`src/rtl/fetch_buffer.sv`:
```
// Fetch-to-dispatch instruction queue: compacting 3-wide enqueue, in-order 3-wide dequeue.
// Optional FETCH_BUFFER_STATS_EN adds full-cycle and squashed-entry counters.
package if_id_pkg;
    typedef struct packed {
        logic        valid;
        logic [31:0] inst;
        logic [31:0] NPC;
        logic [31:0] PC;
    } IF_ID_PACKET;
endpackage

module fetch_buffer
    import if_id_pkg::*;
#(
    parameter int DEPTH = 8,
    parameter int WIDTH = 3
) (
    input  logic                       clock,
    input  logic                       reset,
    input  IF_ID_PACKET [WIDTH-1:0]    if_packet_in,
    input  logic                       squash,
    input  logic [1:0]                 dis_accept,
    output IF_ID_PACKET [WIDTH-1:0]    dis_packet_out,
    output logic [WIDTH-1:0]           dis_valid,
    output logic [WIDTH-1:0]           fb_stall,
    output logic [$clog2(DEPTH):0]     count
`ifdef FETCH_BUFFER_STATS_EN
    ,
    output logic [31:0]                fb_full_cycles,
    output logic [31:0]                fb_squashed
`endif
);

    localparam int PW = $clog2(DEPTH);
    localparam int CW = PW + 1;

    IF_ID_PACKET mem [DEPTH];

    logic [PW-1:0] head;
    logic [PW-1:0] tail;
    logic [CW-1:0] free;
    logic [CW-1:0] acc_w;
    logic [CW-1:0] deq_n;
    logic [2:0]    acc;
    logic [1:0]    off1;
    logic [1:0]    off0;
    logic [1:0]    enq_n;
    logic          clear;

    assign clear = !reset || squash;

    // Space is judged from registered occupancy only, so stall never
    // depends on this cycle's dispatch.
    always_comb begin
        free = CW'(DEPTH) - count;
        unique case (1'b1)
            (free >= CW'(3)): fb_stall = 3'b000;
            (free == CW'(2)): fb_stall = 3'b001;
            (free == CW'(1)): fb_stall = 3'b011;
            default:          fb_stall = 3'b111;
        endcase
    end

    always_comb begin
        for (int i = 0; i < WIDTH; i++) begin
            acc[i] = if_packet_in[i].valid & ~fb_stall[i];
        end
        off1  = {1'b0, acc[2]};
        off0  = {1'b0, acc[2]} + {1'b0, acc[1]};
        enq_n = off0 + {1'b0, acc[0]};
        acc_w = CW'(dis_accept);
        deq_n = (acc_w < count) ? acc_w : count;
    end

    always_ff @(posedge clock) begin
        if (clear) begin
            head  <= '0;
            tail  <= '0;
            count <= '0;
        end else begin
            head  <= head + PW'(deq_n);
            tail  <= tail + PW'(enq_n);
            count <= count - deq_n + CW'(enq_n);
        end
    end

    // Slots land at tail in age order with invalid slots squeezed out.
    always_ff @(posedge clock) begin
        if (!clear) begin
            if (acc[2]) mem[tail] <= if_packet_in[2];
            if (acc[1]) mem[tail + PW'(off1)] <= if_packet_in[1];
            if (acc[0]) mem[tail + PW'(off0)] <= if_packet_in[0];
        end
    end

    always_comb begin
        dis_valid      = '0;
        dis_packet_out = '0;
        for (int k = 0; k < WIDTH; k++) begin
            if (count > CW'(k)) begin
                dis_valid[WIDTH-1-k]      = 1'b1;
                dis_packet_out[WIDTH-1-k] = mem[head + PW'(k)];
            end
        end
    end

`ifdef FETCH_BUFFER_STATS_EN
    logic [32:0] sq_sum;

    assign sq_sum = {1'b0, fb_squashed} + 33'(count);

    always_ff @(posedge clock) begin
        if (!reset) begin
            fb_full_cycles <= '0;
            fb_squashed    <= '0;
        end else begin
            if (count == CW'(DEPTH) && fb_full_cycles != '1)
                fb_full_cycles <= fb_full_cycles + 32'd1;
            if (squash)
                fb_squashed <= sq_sum[32] ? '1 : sq_sum[31:0];
        end
    end
`endif

endmodule

```
`config.mk`:
```
export PLATFORM = sky130hd
export DESIGN_NAME = fetch_buffer
export DESIGN_NICKNAME = d
export VERILOG_FILES = /design/src/rtl/fetch_buffer.sv
export SDC_FILE = /design/constraint.sdc
export NUM_CORES = 2
export LEC_CHECK = 0
export BUFFER_PORTS_ARGS = -buffer_cell sky130_fd_sc_hd__buf_4
export CAP_MARGIN = 20
export CORE_MARGIN = 1.5
export CORE_UTILIZATION = 45
export DETAILED_ROUTE_END_ITERATION = 7
export RECOVER_POWER = 100
export SYNTH_ARGS = -nofsm -noshare
export SYNTH_HDL_FRONTEND = slang
export SYNTH_SLANG_ARGS = --single-unit
```
`constraint.sdc`:
```
create_clock -name clock -period 34.9 [get_ports clock]
set_clock_uncertainty 0.1 [all_clocks]
set_input_delay 6.98 -clock clock [delete_from_list [all_inputs] [get_ports clock]]
set_output_delay 6.98 -clock clock [all_outputs]
set_load 0.01 [all_outputs]
```
==> metrics.csv <==
stage,metric,value,unit
global_route,first-pass GRT wire length,400,mm
synth,Syn Inst Count,6424,
synth,Yosys cell types,51,
pwr,Combinational Power Share,49.3,%
clock_network,setup bufs post-CTS,0,
place,RePlAce Congestion,0.880,
clock_network,worst skew pair latency,0.68,ns
pwr,Power Density,64.9,mW/mm^2
pwr,cell-internal power,2560,uW
pwr,VDD IR-drop max,0.0000691,V
synth,synth warn,0,
global_route,initial antenna violation count,50,
die,core area,0.137,sq mm
hold_path,min-delay src,count[2],
die,DIE AREA,0.141,sq mm
setup_path,worst r2r src,count[1],
routing,WL final,278,mm
setup_path,CP max-delay cell,clkbuf_1,
synth,Synth top area share,37.4,%
setup_path,worst-path maximum fanout,199,
die,Die Ht,375,um
clock_network,clk slew on worst S/H paths,0.06,ns
sta,"Slew Viols, Final",2956,
pwr,register share of total power,27.3,%
hold_path,hold path cells,2,
clock_network,"Hold-fix buffers, CTS",0,
clock_network,TritonCTS clock tree,yes,
sta,Slew @ Worst Pin,11.57,ns
synth,dominant synthesized flop cell,edfxtp_1,
place,number of port buffers,596,
die,IO Pins,597,
routing,vias post-DR,61100,
clock_network,post_cts resized,0,
routing,DRT antenna net count,0,
cells_and_area,# nets final,6676,
sta,final hold viol count,0,
setup_path,CP peak stage delay,7.97,ns
pwr,clock network power share,23.4,%
setup_path,critical-path cell list,clkbuf_1 -> inv_1 -> nor2_1 -> ha_1 -> ha_1 -> inv_1 -> fa_1 -> nand4_1 -> clkbuf_1 -> or2_0 -> clkbuf_1 -> a31oi_1,
synth,Post-synth EDFFs,776,
die,Initial Utilization,45.3,%
cells_and_area,post-route design area,0.0681,sq mm
cells_and_area,layout cells sized above 1,17.6,%
place,Placed Area,0.0663,sq mm
global_route,GR Util All Layers,38.3,%
synth,async set-reset flop share out of synthesis,0,%
run_status,outcome,finished with violations,
die,FP Rows,136,
place,setup slack at placement,21.71,ns
setup_path,Worst Setup End Kind,flip-flop,
routing,DRC,0,
routing,DR iter-0 viols,9663,
cells_and_area,final core utilization,49.6,%
setup_path,end of the worst register-to-register path,mem[1][95],
sta,FMAX,41.6,MHz
pwr,Switching Power,1860,uW
synth,dominant cells by area after synthesis,"edfxtp_1 (37%), mux4_2 (21%), a31oi_1 (7.7%)",
routing,TritonRoute pass-1 iters,7,
clock_network,Root Driver,clkbuf_16,
global_route,largest net degree at the start of global routing,200,
global_route,number of global-route vias before repair,57900,
cells_and_area,"most common cell after layout, fill and taps aside",nand2_1,
sta,Fin Setup TNS,0,ns
synth,"FF+latch count, synth",786,
clock_network,H-tree levels,3,
synth,sequential area share after synthesis,37.7,%
die,chip width,375,um
synth,Avg Inst Size Synth,9.69,sq um
sta,worst setup margin,10.84,ns
sta,Final min period,24.06,ns
setup_path,"Req. time, crit path",35.06,ns
sta,slew margin rel.,-671,%
synth,cell accounting for the most synthesized area,edfxtp_1,
sta,final setup fails,0,
synth,synthesized area,0.0623,sq mm
setup_path,CP arrival,24.22,ns
setup_path,cell repeated most along the worst path,clkbuf_1,
pwr,Lkg Pwr,0.0188,uW
cells_and_area,Area Overhead vs Synth,9.37,%
sta,Tcrit/Tclk final,68.9,%
clock_network,total CTS buffers,92,
clock_network,clock tree sinks,786,
synth,Post-Syn Nets,6741,
run,max_cap viols,59,
global_route,GRT Residual Overflow,0,
pwr,switch share,42.1,%
hold_path,hold worst-path end,head[2],
sta,RSZ-0062 raised after global routing,false,
hold_path,HP Class,reg2reg,
cells_and_area,"commonest cells after routing, fill and taps aside","nand2_1 (1,066), nor3_1 (960), edfxtp_1 (776)",
clock_network,Clock Tree Buf Depth,3,
place,DP HPWL,152,mm
setup_path,Worst Reg-to-Reg Cells,13,
setup_path,critical path launch point type,input pin,
setup_path,reg-to-reg setup timing slack,14.29,ns
routing,vias per inst,7.39,
routing,Routed WL per cell,33.6,um
setup_path,CP Class,in2reg,
run_status,failing checks,"max-capacitance violations, max-slew violations",
## sequential cells by signal, indices dropped and copies added (netlist names)
name	flops
count	4
tail	3
head	3
mem	776
## worst max-delay path by stage
stage                          end               from  slack (ns)
5_1_grt                 mem[1][95]  if_packet_in[290]       11.19
3_3_place_gp            mem[6][87]  if_packet_in[290]       21.80
6_report                mem[1][95]  if_packet_in[290]       10.84
3_5_place_dp            mem[6][31]  if_packet_in[290]       21.71
4_1_cts        dis_packet_out[100]            head[0]       22.32
2_1_floorplan            mem[1][0]              reset       15.25
## metrics by stage
step / cells / hold WS, ns / power, uW
floorplan: 6424 / 0.478 / 2590
finish: 8271 / 0.554 / 4420
global placement: 8054 / 0.536 / 3390
global route: 8267 / 0.632 / 4560
detailed placement: 8055 / 0.541 / 3420
CTS: 8224 / 0.555 / 4430
## cell usage after synthesis (6+ instances only)
| cell type | number |
|---|---|
| buf_2 | 221 |
| mux2i_1 | 195 |
| nand3_1 | 6 |
| buf_6 | 35 |
| nor2_1 | 207 |
| ha_1 | 16 |
| and2_1 | 7 |
| a21oi_1 | 100 |
| buf_1 | 108 |
| clkbuf_1 | 460 |
| inv_1 | 16 |
| xor2_1 | 6 |
| o21ai_0 | 743 |
| or2_1 | 8 |
| edfxtp_1 | 776 |
| nand2_1 | 1068 |
| mux4_2 | 582 |
| o21ai_1 | 26 |
| buf_4 | 46 |
| a31oi_1 | 769 |
| nor3_1 | 960 |
| dfxtp_1 | 10 |
## cells by family after synthesis
group | share of synthesized area, %
and+or+nand+nor | 16.0
AOI/OAI and AO/OA | 14.9
buffers and inverters | 6.50
DFF | 37.7
muxes | 24.2
adders and majority gates | 0.482
xor gates and xnor gates | 0.155
## worst max-delay path, delay by kind of cell
kind,cells,cell delay (ns)
buffers and inverters,5,11.51
and+or+nand+nor,3,4.11
adders and majority gates,3,0.96
AOI/OAI and AO/OA,1,0.40
## power by group through the flow
stage                     registers (uW)  logic, uW  clock network [uW]
final                               1210       2180                1030
after global routing                1210       2280                1070
after detailed placement            1220       2200                   0
after floorplan                     1200       1400                   0
after CTS                           1200       2200                1030
after global placement              1220       2170                   0
## layer usage
metal / share of wire, % / global-route usage [%] / vias to the layer above / routed length, um
met5: 0.039 / 0 / - / 108
met4: 6.4 / 23.3 / 16 / 17800
met3: 15 / 11.5 / 1113 / 42700
met2: 43 / 55.7 / 5687 / 120000
met1: 35 / 50.2 / 29600 / 97200
li1: - / - / 24700 / -
## final cells by class
type / count / area (sq um)
inverter: 17 / 65.1
timing repair buffer: 712 / 4200
clock buffer: 108 / 2400
clock inverter: 61 / 702
tap: 1794 / 2240
fill: 12700 / 69200
antenna: 43 / 108
multi-input combinational: 4750 / 34900
sequential: 786 / 23500
No activity file was read; power rests on OpenSTA's default activity.
